==> config.mk <==
export PLATFORM = sky130hd
export DESIGN_NAME = uart_tx_arbiter
export DESIGN_NICKNAME = d
export VERILOG_FILES = /design/src/rtl/uart_tx_arbiter.sv
export SDC_FILE = /design/constraint.sdc
export NUM_CORES = 1
export LEC_CHECK = 0
export CORE_ASPECT_RATIO = 1.2
export CORE_MARGIN = 5
export CORE_UTILIZATION = 56
export DETAILED_ROUTE_END_ITERATION = 16
export DONT_BUFFER_PORTS = 1
export GPL_ROUTABILITY_DRIVEN = 1
export PLACE_DENSITY = 0.74
export SYNTH_ARGS = -nofsm -noshare
export SYNTH_HDL_FRONTEND = slang
export SYNTH_SLANG_ARGS = --single-unit
==> constraint.sdc <==
create_clock -name clk -period 2.2 [get_ports clk]
set_input_delay 0.66 -clock clk [delete_from_list [all_inputs] [get_ports clk]]
set_output_delay 0.66 -clock clk [all_outputs]
set_load 0.1 [all_outputs]
==> src/rtl/uart_tx_arbiter.sv <==
// Round-robin arbiter sharing one UART transmit path
// among NREQ byte requesters, with a per-frame watchdog.
module uart_tx_arbiter #(
  parameter int NREQ    = 4,
  parameter int IDW     = 2,
  parameter int TO_W    = 20,
  parameter int TIMEOUT = 1000000
) (
  input  logic              clk,
  input  logic              rst,
  input  logic [NREQ-1:0]   req_valid,
  input  logic [8*NREQ-1:0] req_data,
  output logic [NREQ-1:0]   req_ready,
  output logic              tx_start,
  output logic [7:0]        tx_data,
  input  logic              tx_done,
  input  logic              tx_err,
  output logic              done_valid,
  output logic [IDW-1:0]    done_id,
  output logic              done_err,
  output logic              done_timeout,
  output logic              busy
);

  typedef enum logic [1:0] {
    IDLE,
    CLEAR,
    ACTIVE,
    REPORT
  } state_t;

  state_t          state;
  state_t          state_n;
  logic [IDW-1:0]  ptr;
  logic [IDW-1:0]  cur_id;
  logic [IDW-1:0]  grant_id;
  logic            grant_any;
  logic [TO_W-1:0] wd;
  logic            done_q;
  logic            done_edge;
  logic            wd_exp;
  logic            fin_ok;

  assign done_edge = tx_done & ~done_q;
  assign wd_exp    = (wd == TO_W'(TIMEOUT - 1));
  assign fin_ok    = (state == ACTIVE) & done_edge;

  assign tx_start   = (state == ACTIVE);
  assign done_valid = (state == REPORT);
  assign busy       = (state != IDLE);

  // Round-robin search starting just after the last winner.
  always_comb begin
    grant_any = 1'b0;
    grant_id  = '0;
    req_ready = '0;
    if (state == IDLE) begin
      for (int k = 1; k <= NREQ; k++) begin
        if (!grant_any &&
            req_valid[(int'(ptr) + k) % NREQ]) begin
          grant_any = 1'b1;
          grant_id  = IDW'((int'(ptr) + k) % NREQ);
        end
      end
      if (grant_any) req_ready[grant_id] = 1'b1;
    end
  end

  // Frame sequencing; watchdog expiry also leaves CLEAR.
  always_comb begin
    state_n = state;
    unique case (state)
      IDLE: begin
        if (grant_any) state_n = CLEAR;
      end
      CLEAR: begin
        if (wd_exp)        state_n = REPORT;
        else if (!tx_done) state_n = ACTIVE;
      end
      ACTIVE: begin
        if (done_edge || wd_exp) state_n = REPORT;
      end
      REPORT: begin
        state_n = IDLE;
      end
      default: state_n = IDLE;
    endcase
  end

  // State, latched frame data, watchdog and status.
  always_ff @(posedge clk) begin
    if (rst) begin
      state        <= IDLE;
      ptr          <= IDW'(NREQ - 1);
      cur_id       <= '0;
      tx_data      <= '0;
      wd           <= '0;
      done_q       <= 1'b0;
      done_id      <= '0;
      done_err     <= 1'b0;
      done_timeout <= 1'b0;
    end else begin
      state  <= state_n;
      done_q <= tx_done;
      unique case (state)
        IDLE: begin
          if (grant_any) begin
            tx_data <= req_data[{grant_id, 3'b000} +: 8];
            cur_id  <= grant_id;
            ptr     <= grant_id;
            wd      <= '0;
          end
        end
        CLEAR, ACTIVE: begin
          wd <= wd + 1'b1;
          if (state_n == REPORT) begin
            done_id      <= cur_id;
            done_err     <= fin_ok ? tx_err : 1'b0;
            done_timeout <= ~fin_ok;
          end
        end
        REPORT: begin
        end
        default: begin
        end
      endcase
    end
  end

endmodule

==> Word level (Yosys, flattened, before mapping) <==
Cells that the tools add are included.
{ "classes": {"n_addsub": 5, "magnitude_cmp": 6, "eq_ne": 6, "n_shift": 1, "mux": 39, "n_bitwise": 8, "reduce_logical": 19} }
{ "op_table": {"columns": ["cell", "n"], "rows": [
  ["$pmux 20 s2", 1],
  ["$shiftx 32x6->8", 1],
  ["$add 20x1->20 const B", 1],
  ["$eq 20x20->1 const B", 1],
  ["$mux 2", 10],
  ["$mux 20", 1],
  ["$mux 1", 19],
  ["$lt 3x4->1 const B", 4],
  ["$reduce_or 2->1", 5],
  ["$bmux 1 s2", 4],
  ["$mux 4", 2],
  ["$pmux 2 s4", 1],
  ["$eq 2x2->1 const B", 3],
  ["$reduce_and 2->1", 3],
  ["$add 2x1->2 const B", 2],
  ["$add 2x2->2 const B", 2],
  ["$and 1x1->1 const A", 4],
  ["$logic_and 1x1->1", 4],
  ["$reduce_bool 2->1", 2],
  ["$logic_not 1->1", 3],
  ["$lt 2x3->1 const B", 1],
  ["$and 1x1->1", 2],
  ["$demux 1 s2", 1],
  ["$eq 2x1->1 const B", 1],
  ["5 further kinds", 6]
]} }
{ "word_totals": {"reg_bits": 39, "input_bits": 40, "out_inout_bits": 19} }

==> Longest topological paths before layout <==
Gate-level depths: netlist of the first run.
{ "logic_depth": {"depth_word": 26, "depth_mapped": 8, "depth_no_buf": 7} }

==> Least setup slack after synthesis of the first run <==
OpenSTA, ideal clock, no wires.
{ "synth_timing": {"path_kind": "input -> output", "start": "in req_valid[0]", "end": "out req_ready[3]", "arrival_ns": 3.370, "required_time_ns": 1.540, "setup_slack_ns": -1.830, "path_stages": 4, "cell_sequence": "o211a_1 > nor2_2 > or2b_1 > nor3_1"} }
{ "synth_via": {"elab_chain_cells": 23} }
{ "synth_rtl": {"columns": ["item", "line", "text"], "rows": [
  ["start, declared", "11", "input logic [NREQ-1:0] req_valid,"],
  ["$bmux 1 s2", "60", "req_valid[(int'(ptr) + k) % NREQ]) begin"],
  ["$mux 1 (not written as such) (2 in a row)", "60", null],
  ["$mux 1", "59", "if (!grant_any &&"],
  ["$mux 1", "57", "if (state == IDLE) begin"],
  ["$logic_not 1->1", "59", null],
  ["$logic_and 1x1->1", "59", null],
  ["$mux 1", "59", null],
  ["$mux 1", "57", null],
  ["[... 6 more ...]", null, null],
  ["$mux 2", "59", null],
  ["$mux 2", "57", null],
  ["$lt 2x3->1 (not written as such) / $ge 2x1->1 (equally long branches)", "65", "if (grant_any) req_ready[grant_id] = 1'b1;"],
  ["$logic_and 1x1->1 (not written as such)", "65", null],
  ["$mux 1 (not written as such)", "65", null],
  ["$demux 1 s2", "65", null],
  ["$mux 4 (*)", "65", null],
  ["$mux 4 (*)", "57", null],
  ["end, declared", "13", "output logic [NREQ-1:0] req_ready,"]
]} }
Mark *: on every way between the ends. The rest lies on a longest branch, timed or not. The select of a mux whose other input is x is not followed.

==> Worst setup path in the final report of the first run <==
Same ends and word-level chain as after synthesis.

==> out/metrics.cfg, run 1 <==
[status]
outcome = finished with violations
violations = setup timing

[detailed_routing]
vias = 1892
route.final.wire_length_um = 4910
avgViaCountPerCell = 5.63
ant_nets = 0
drtPass1Iterations = 6
drt_iter0_markers = 89
routed_wire_length_per_instance_um = 14.6
drc_errors = 0

[worst_setup_path]
crit_path_top_delay_cell = or2b_4
crit_family = simple AND/OR/NAND/NOR gates
r2r_slack_ns = 0.16
end_kind = primary output
regToRegStartpoint = state[0]$_SDFF_PP0_
slowest_delay_ns = 0.30
worstReg2RegEnd = wd[16]$_SDFFE_PP0P_
cp.required_ns = 1.54
worstPathMaxFanout = 5
cp.arrival_ns = 1.73
worstSetupPathType = input pin to primary output
crit_chain = o211a_1 -> nor2_2 -> or2b_4 -> nor3_4 -> buf_12
r2r_cells = 7
start_kind = input pin
critPathBufInv = 1

[cells_and_area]
multi_input_area_um2 = 1470
seq_area_um2 = 787
layout-area-overhead-vs-synth_pct = 26.2
nets = 326
nFillCells = 312
antenna_cells = 0
final_cell_area_um2 = 2790
drive_gt1_share_pct = 31.2

[timing]
worstMarginPinSlew_ns = 0.482
slew_headroom_pct = 67.8
finalCriticalPeriod_ns = 2.39
fin_skew_ns = 0.00463
slew_viol_final = 0
setup_ws_ns = -0.194
rsz0062_at_grt = true
setup_viol = 4
finalHoldViolations = 0
clock.fmax_mhz = 418
period_share_pct = 109

[cts]
clkLatencyLatePin_ns = 0.28
clkSlewWorstSetupHoldPaths_ns = 0.07
numClockSinks = 39
htreeDepth = 2
cts_made_buffers = 5
ctsHoldBuffers = 0
cts_root_buf = clkbuf_8
cts_tree = done
clockBufferDepth = 2

[floorplan]
fp.dieH_um = 78.9
ioPinCount = 59
fp.dieArea_um2 = 5320
design.core.area_um2 = 3880
die_w_um = 67.4
initial_core_util_pct = 57.1
num_rows = 25

[logic_synthesis]
ys_ff_latch = 39
ys_warn_count = 0
synth.avg_cell_area_um2 = 9.11
synth_area_leader_cell = dfxtp_1
synth-edff-count = 0
yosys-top-cells-area = dfxtp_1 (35%), mux2_2 (8.1%), nor2_1 (3.7%)
synth_fp_nets = 288
syn_inst = 243
synth_top_area_share_pct = 35.3
async_flop_share_pct = 0
synth-main-ff-cell = dfxtp_1
ys_seq_area_share_pct = 35.3
syn-cell-area_um2 = 2210
synth_cell_types = 49

[global_route]
grt_overflow_total = 0
grt_pass1_vias = 1886
grt_max_degree = 30
antenna_found_initial = 0
grt_pass1_wl_um = 8360
grtUsageTotal_pct = 19.9

[run]
drv_cap = 0

[power]
power_leakage_uw = 0.00101
power_uw = 1920
powerDensity_nw_per_um2 = 689
max-vdd-ir-drop_v = 0.000463

[min_path]
min_from = rst
min_path_cells = 1
worstHoldEndpoint = state[0]$_SDFF_PP0_
hold_class = input pin to flop

[place]
dpl.hpwl_um = 3790
io_buffer_count = 0
place_congestion = 0.778
placed_cell_area_um2 = 2660

## area by class of cell
cell class | instances | area share (%)
clock buffer | 7 | 2.73
clock inverter | 1 | 0.179
inverter | 10 | 1.48
multi-input combinational | 187 | 52.6
sequential | 39 | 28.2
tap | 54 | 2.42
timing repair buffer | 38 | 12.5
## cells in the mapped netlist (all sizes together) (2+ instances only)
master,count
nor4,4
nand3,4
and2,2
or2b,2
mux2i,5
nand4,6
a21oi,13
nor2,23
o21ai,8
nor3b,9
a221o,8
nand2,19
xor2,8
mux2,17
a21o,2
ha,5
inv,10
or3,3
o21bai,2
or4b,2
xnor2,5
nand4b,2
buf,4
a211oi,2
nor2b,4
nand2b,10
dfxtp,39
clkbuf,3
nor3,7
and4,2
## worst reg2reg max path: stages (launching register included)
cell and delay [ns]:
dfxtp_2 0.36, inv_2 0.09, ha_4 0.16, buf_4 0.20
nor2_1 0.13, a2111o_1 0.52, or3_1 0.36, a21oi_1 0.14
## sequential cells by signal (all words and copies together) (netlist names)
| register | cells |
|---|---|
| done_timeout | 1 |
| done_q | 1 |
| ptr | 2 |
| state | 2 |
| tx_data | 8 |
| done_id | 2 |
| cur_id | 2 |
| done_err | 1 |
| wd | 20 |
## logic make-up (layout without fill, tap and decap cells)
kind of cell / count (synthesis) / in the layout / share of synthesized area, %
AO/OA/AOI/OAI: 45 / 45 / 16.2
XOR/XNOR: 13 / 13 / 5.14
adder cells (fa/ha/maj): 5 / 5 / 2.83
buffers and inverters: 17 / 56 / 3.39
flip-flops: 39 / 39 / 35.3
multiplexers: 22 / 22 / 11.1
AND/OR/NAND/NOR: 102 / 102 / 26.1
## power by group
| group | internal, uW | total (uW) | switching, uW |
|---|---|---|---|
| clock | 222 | 457 | 235 |
| sequential | 745 | 768 | 23.1 |
| combinational | 256 | 698 | 443 |
## metal layers
layer	vias to the layer above	wire length (um)	global-route usage (%)
li1	955	-	-
met1	889	2000	22.7
met2	43	2600	36.1
met3	5	260	4.81
met4	0	52	5.48
met5	-	0	0
## worst max-delay path by stage
stage                   endpoint  depth (start not counted)           startpoint  slack (ns)
global placement    req_ready[3]                          5         req_valid[0]       -0.19
finish              req_ready[3]                          5         req_valid[0]       -0.19
floorplan           req_ready[0]                          8  state[0]$_SDFF_PP0_       -0.64
detailed placement  req_ready[3]                          5         req_valid[0]       -0.22
global route        req_ready[3]                          6  ptr[1]$_SDFFE_PP1P_       -0.25
CTS                 req_ready[3]                          6  ptr[1]$_SDFFE_PP1P_       -0.19
## through the flow
stage | util [%] | TNS, ns | hold slack [ns] | setup slack, ns | instances
finish | 72.0 | -0.453 | 0.435 | -0.194 | 336
global route | 72.0 | -0.773 | 0.414 | -0.253 | 336
floorplan | - | -2.82 | 0.437 | -0.639 | 243
detailed placement | 68.6 | -0.556 | 0.459 | -0.219 | 325
CTS | 71.1 | -0.500 | 0.425 | -0.193 | 334
global placement | 68.6 | -0.455 | 0.457 | -0.190 | 325
## placed cells by master, fill, tap and decap left out, drive strengths merged, types with 7 or more instances in the layout
cell / netlist / final
nor2: 23 / 23
clkbuf: 3 / 7
nand2: 19 / 19
nor3: 7 / 7
xor2: 8 / 8
nor3b: 9 / 9
a21oi: 13 / 13
dfxtp: 39 / 39
nand2b: 10 / 10
a221o: 8 / 8
buf: 4 / 38
o21ai: 8 / 8
inv: 10 / 9
mux2: 17 / 17
## timing repair
item	in CTS	in global routing
endpoints found under the setup margin	4	5
gates resized for setup	4	4
pin swaps	3	4
buffers inserted	1	2
Note: power is estimated with default switching activity, not from simulation.
==> run 2, diff against run 1 <==
--- a/config.mk
+++ b/config.mk
@@ -8,9 +8,8 @@
 export CORE_ASPECT_RATIO = 1.2
 export CORE_MARGIN = 5
-export CORE_UTILIZATION = 56
+export CORE_UTILIZATION = 40
 export DETAILED_ROUTE_END_ITERATION = 16
 export DONT_BUFFER_PORTS = 1
 export GPL_ROUTABILITY_DRIVEN = 1
-export PLACE_DENSITY = 0.74
 export SYNTH_ARGS = -nofsm -noshare
 export SYNTH_HDL_FRONTEND = slang
==> constraint.sdc (replaced) <==
create_clock -name clk -period 2.2 [get_ports clk]
set_input_delay 0.33 -clock clk [delete_from_list [all_inputs] [get_ports clk]]
set_output_delay 0.33 -clock clk [all_outputs]
set_load 0.1 [all_outputs]
==> out/metrics.cfg, run 2 (synthesis results as in run 1) <==
[min_path]
worstHoldEndpoint = state[0]$_SDFF_PP0_
hold_class = input pin to flop
min_path_cells = 1  ; unchanged
min_from = rst

[worst_setup_path]
worstReg2RegEnd = done_timeout$_SDFFE_PP0P_
start_kind = flop
crit_family = simple AND/OR/NAND/NOR gates
cp.arrival_ns = 1.76  ; +0.03 ns
slowest_delay_ns = 0.37  ; +0.07 ns
r2r_slack_ns = 0.23  ; +0.07 ns
crit_chain = and3b_1 -> nor2_2 -> or2b_1 -> buf_4 -> nor2_4 -> buf_12
critPathBufInv = 2  ; +1
r2r_cells = 5  ; -2
worstPathMaxFanout = 7  ; +2
worstSetupPathType = flop to primary output
regToRegStartpoint = wd[10]$_SDFFE_PP0P_
crit_path_top_delay_cell = dfxtp_4
end_kind = primary output
cp.required_ns = 1.87  ; +0.33 ns

[global_route]
grt_pass1_wl_um = 8230  ; -1.6%
grt_pass1_vias = 1779  ; -5.7%
grt_util_met1_pct = 16.9  ; -5.8 points
grtUsageMet2_pct = 23.5  ; -13 points
grt_overflow_total = 0  ; unchanged
grtUsageTotal_pct = 14.0  ; -5.9 points
top_usage_layer = met2
grtUsageMet3_pct = 4.16  ; -0.65 points
antenna_found_initial = 0  ; unchanged
grt_max_degree = 30  ; unchanged

[detailed_routing]
drc_errors = 0  ; unchanged
routed_wire_length_per_instance_um = 15.1  ; +3.2%
vias = 1842  ; -2.6%
drtPass1Iterations = 4  ; -2
drt_iter0_markers = 86  ; -3.4%
ant_nets = 0  ; unchanged
avgViaCountPerCell = 5.51  ; -2.1%
route.final.wire_length_um = 5040  ; +2.6%

[cells_and_area]
regMostFlops = wd
antenna_cells = 0  ; unchanged
nets = 316  ; -3.1%
nFillCells = 495  ; +59%
layout-area-overhead-vs-synth_pct = 23.2
largest_register_ffs = 20  ; unchanged
final_common_cell = dfxtp_1
drive_gt1_share_pct = 26.8  ; -4.4 points
top_regs = wd: 20 flops, tx_data: 8 flops
post-route-util_pct = 51.1  ; -21 points
final_cell_area_um2 = 2730  ; -2.3%
final_cell_mix = dfxtp_1 (36), buf_4 (24), nor2_1 (19), nand2_1 (18), mux2_2 (16)

[floorplan]
num_rows = 29  ; +16%
initial_core_util_pct = 41.5  ; -16 points
die_w_um = 77.9  ; +16%
design.core.area_um2 = 5330  ; +38%
fp.dieH_um = 91.5  ; +16%
ioPinCount = 59  ; unchanged
fp.dieArea_um2 = 7130  ; +34%

[cts]
numClockSinks = 39  ; unchanged
cts_made_buffers = 5  ; unchanged
clkSlewWorstSetupHoldPaths_ns = 0.08  ; about the same
ctsHoldBuffers = 0  ; unchanged
cts_tree = done
cts_root_buf = clkbuf_8
htreeDepth = 2  ; unchanged
clockBufferDepth = 2  ; unchanged
clkLatencyLatePin_ns = 0.29  ; about the same

[run]
drv_cap = 0  ; unchanged

[timing]
setup_viol = 0  ; -4
clock.fmax_mhz = 479  ; +15%
fin_skew_ns = 0.00583  ; +0.00120 ns
finalHoldViolations = 0  ; unchanged
rsz0062_at_grt = false
slew_headroom_pct = 39.0  ; -29 points
finalCriticalPeriod_ns = 2.09  ; -0.307 ns
period_share_pct = 94.8  ; -14 points
slew_viol_final = 0  ; unchanged
worstMarginPinSlew_ns = 0.907  ; +0.425 ns

[status]
outcome = completed

[place]
dpl.hpwl_um = 3750  ; -1.0%
io_buffer_count = 0  ; unchanged
place_congestion = 0.796  ; +2.3%
placed_cell_area_um2 = 2580  ; -3.1%

[power]
max-vdd-ir-drop_v = 0.000403  ; -13%
power_leakage_uw = 0.000971  ; -3.6%
powerDensity_nw_per_um2 = 782  ; +13%

[run 2: cell count changes in the layout (fill, tap and decap cells not counted), moves of 2 or more]
cell	change
buf_4	-9
a21oi_1	+2
a21oi_2	-2
bufinv_16	+2
nor4_1	+2
nor4_2	-2
[run 2: area by class of cell]
class,instances,area (um2),area share [%]
Sequential cell,39,787,28.9
Timing Repair Buffer,28,260,9.54
Clock inverter,2,60.1,2.20
Inverter,10,41.3,1.51
Clock buffer,6,72.6,2.66
Multi-Input combinational cell,187,1430,52.4
Tap cell,62,77.6,2.84
[run 2: per-layer routing]
metal,up-vias,wire (um)
li1,935,-
met1,864,2240
met2,38,2480
met3,5,269
met4,0,48
met5,-,0
[run 2: worst max path at each step]
stage                        start                   endpoint  slack [ns]  depth (start not counted)
2_1_floorplan  state[0]$_SDFF_PP0_               req_ready[0]       -0.33                          8
4_1_cts        ptr[1]$_SDFFE_PP1P_               req_ready[2]        0.04                          7
5_1_grt        ptr[1]$_SDFFE_PP1P_               req_ready[2]       0.007                          7
3_5_place_dp   ptr[1]$_SDFFE_PP1P_    tx_data[4]$_SDFFE_PP0P_        0.17                          6
3_3_place_gp   wd[10]$_SDFFE_PP0P_  done_timeout$_SDFFE_PP0P_        0.25                          5
6_report       ptr[1]$_SDFFE_PP1P_               req_ready[2]        0.11                          6
[run 2: timing repair]
| action | in CTS | in global routing |
|---|---|---|
| buffers inserted | 0 | 1 |
| setup endpoints to repair | 3 | 3 |
| gates resized for setup | 1 | 3 |
| endpoints found under the hold margin | 0 | 0 |
[run 2: through the flow]
step	hold WS, ns	worst slack, ns	total power, uW	setup TNS, ns	std cells
3_5_place_dp	0.401	0.167	1440	0	325
5_1_grt	0.0655	0.00682	2230	0	334
4_1_cts	0.0841	0.0438	2150	0	333
2_1_floorplan	0.437	-0.332	1300	-1.44	243
6_report	0.0986	0.113	2130	0	334
3_3_place_gp	0.399	0.245	1430	0	325
[run 2: power breakdown]
part | switching (uW) | leakage (uW) | total [uW] | internal (uW)
sequential | 23.2 | 0.000318 | 768 | 744
clock | 254 | 0.0000654 | 707 | 453
combinational | 435 | 0.000588 | 657 | 222
total | 712 | 0.000971 | 2130 | 1420
[run 2: worst register-to-register path, delay by kind of cell (launching register included)]
family	cells	cell delay [ns]
multiplexers	1	0.35
AND/OR/NAND/NOR	3	0.97
flip-flops	1	0.35
AO/OA/AOI/OAI	1	0.20
==> run 3, diff against run 2 <==
- CORE_MARGIN: 5 -> 2
- SKIP_CTS_REPAIR_TIMING: not set -> 1
==> out/metrics.cfg, run 3 (synthesis results as in run 1) <==
[floorplan]
num_rows = 29  ; unchanged
initial_core_util_pct = 41.8  ; +0.28 points
die_w_um = 71.9  ; -7.7%
fp.dieArea_um2 = 6150  ; -14%
ioPinCount = 59  ; unchanged
design.core.area_um2 = 5300  ; -0.68%
fp.dieH_um = 85.5  ; -6.6%

[power]
power.share.clock_pct = 24.5  ; -8.7 points
p_switching_uw = 707  ; -0.69%
switching_share_pct = 37.1  ; +3.7 points
powerDensity_nw_per_um2 = 702  ; -10%
seqPwrFrac_pct = 40.2  ; +4.2 points
p_int_uw = 1200  ; -15%
max-vdd-ir-drop_v = 0.000289  ; -28%
power_leakage_uw = 0.000975  ; +0.35%
comb_power_share_pct = 35.3  ; +4.5 points

[worst_setup_path]
cp.arrival_ns = 1.84  ; +0.08 ns
r2r_cells = 5  ; unchanged
start_kind = flop
slowest_delay_ns = 0.40  ; +0.03 ns
cp.required_ns = 1.87  ; about the same
critPathBufInv = 2  ; unchanged
regToRegStartpoint = ptr[1]$_SDFFE_PP1P_
crit_path_start = ptr[1]$_SDFFE_PP1P_
worstPathMaxFanout = 7  ; unchanged
crit_chain = or2b_1 -> a21oi_1 -> a311oi_2 -> buf_4 -> nand2_4 -> nor2_4 -> buf_12
worstSetupPathType = flop to primary output
crit_path_top_delay_cell = dfxtp_2
crit_family = compound AO/OA/AOI/OAI gates
end_kind = primary output
crit_cells = 7  ; +1

[timing]
finalHoldViolations = 0  ; unchanged
slew_headroom_pct = 37.5  ; -1.6 points
slew_viol_final = 0  ; unchanged
setup_viol = 0  ; unchanged
clock.fmax_mhz = 461  ; -3.8%
setup_ws_ns = 0.0320  ; -0.0815 ns
finalCriticalPeriod_ns = 2.17  ; +0.0815 ns
fin_setup_tns_ns = 0  ; unchanged
fin_skew_ns = 0.0102  ; +0.00435 ns
worstMarginPinSlew_ns = 0.931  ; +0.0237 ns
period_share_pct = 98.5  ; +3.7 points

[cells_and_area]
final_common_cell = dfxtp_1
largest_register_ffs = 20  ; unchanged
antenna_cells = 0  ; unchanged
drive_gt1_share_pct = 28.1  ; +1.2 points
regMostFlops = wd
nets = 322  ; +1.9%
layout-area-overhead-vs-synth_pct = 22.8
final_cell_mix = dfxtp_1 (36), buf_4 (30), nor2_1 (19), nand2_1 (18), mux2_2 (16)
top_regs = wd: 20 flops, tx_data: 8 flops

[place]
io_buffer_count = 0  ; unchanged
dpl.hpwl_um = 3590  ; -4.3%
place_ws_ns = 0.178  ; +0.0115 ns
place_congestion = 0.758  ; -4.8%

[detailed_routing]
route.final.wire_length_um = 5010  ; -0.56%
routed_wire_length_per_instance_um = 14.7  ; -2.3%
vias = 1888  ; +2.5%
avgViaCountPerCell = 5.55  ; +0.69%
drtPass1Iterations = 4  ; unchanged
drt_iter0_markers = 94  ; +9.3%
ant_nets = 0  ; unchanged
drc_errors = 0  ; unchanged

[cts]
cts_tree = done
clkLatencyLatePin_ns = 0.29  ; about the same
clkSlewWorstSetupHoldPaths_ns = 0.07  ; about the same
cts_made_buffers = 5  ; unchanged
htreeDepth = 2  ; unchanged
numClockSinks = 39  ; unchanged
cts_root_buf = clkbuf_8
clockBufferDepth = 2  ; unchanged

[global_route]
grt_max_degree = 30  ; unchanged
antenna_found_initial = 0  ; unchanged
grtUsageTotal_pct = 16.8  ; +2.8 points
grt_pass1_wl_um = 8220  ; about the same
grt_overflow_total = 0  ; unchanged
grt_pass1_vias = 1811  ; +1.8%

[run]
drv_cap = 0  ; unchanged

[min_path]
min_path_cells = 1  ; unchanged
min_from = rst
hold_class = input pin to flop

[status]
outcome = completed

## run 3: changes by cell type in the layout (fill, tap and decap cells not counted)
| cell | previous run | this run |
|---|---|---|
| clkinv_2 | 0 | 1 |
| o21ai_1 | 1 | 0 |
| o21ai_0 | 7 | 8 |
| bufinv_16 | 2 | 0 |
| buf_4 | 24 | 30 |
| clkbuf_1 | 1 | 2 |
| dfxtp_4 | 1 | 0 |
| dfxtp_2 | 2 | 3 |
## run 3: path summary, 6_finish.rpt
path / to / slack [ns]
worst max-delay path: req_ready[2] / 0.03
worst min-delay path: state[1]$_SDFF_PP0_ / 0.10
worst max register to register: tx_data[6]$_SDFFE_PP0P_ / 0.17
worst min register to register: cur_id[1]$_SDFFE_PP0P_ / 0.46
## run 3: area by class of cell
type / instances / area (um2)
Fill cell: 508 / 2580
Tap cell: 62 / 77.6
Clock inverter: 1 / 5.00
Multi-Input combinational cell: 187 / 1430
Timing Repair Buffer: 34 / 305
Sequential cell: 39 / 785
Inverter: 10 / 41.3
Clock buffer: 7 / 76.3
## run 3: power groups by stage
stage	Sequential, uW	Clock [uW]	Combinational, uW
floorplan	950	0	347
global placement	781	0	646
detailed placement	782	0	649
CTS	766	483	650
global route	773	520	709
finish	768	467	673
## run 3: worst register-to-register path, delay by kind of cell, from the launching register on
kind / cells / cell delay [ns]
AO/OA/AOI/OAI: 3 / 0.62
AND/OR/NAND/NOR: 2 / 0.99
flip-flops: 1 / 0.36
## run 3: layer usage
| layer | wire length [um] | vias to the layer above | global-route usage, % | share of wire [%] |
|---|---|---|---|---|
| li1 | - | 945 | - | - |
| met1 | 2080 | 881 | 19.3 | 42 |
| met2 | 2570 | 50 | 30.5 | 51 |
| met3 | 222 | 12 | 2.97 | 4.4 |
| met4 | 132 | 0 | 6.17 | 2.6 |
| met5 | 0 | - | 0 | 0 |
## run 3: per-stage QoR
stage | power [uW] | utilization [%] | std cells | hold WS, ns | cell area (um2)
after global placement | 1430 | 48.5 | 324 | 0.400 | 2570
after global routing | 2000 | 51.3 | 340 | 0.0794 | 2720
after detailed placement | 1430 | 48.5 | 324 | 0.401 | 2570
after CTS | 1900 | 50.0 | 332 | 0.0855 | 2650
final | 1910 | 51.3 | 340 | 0.103 | 2720
after floorplan | 1300 | - | 243 | 0.437 | 2290
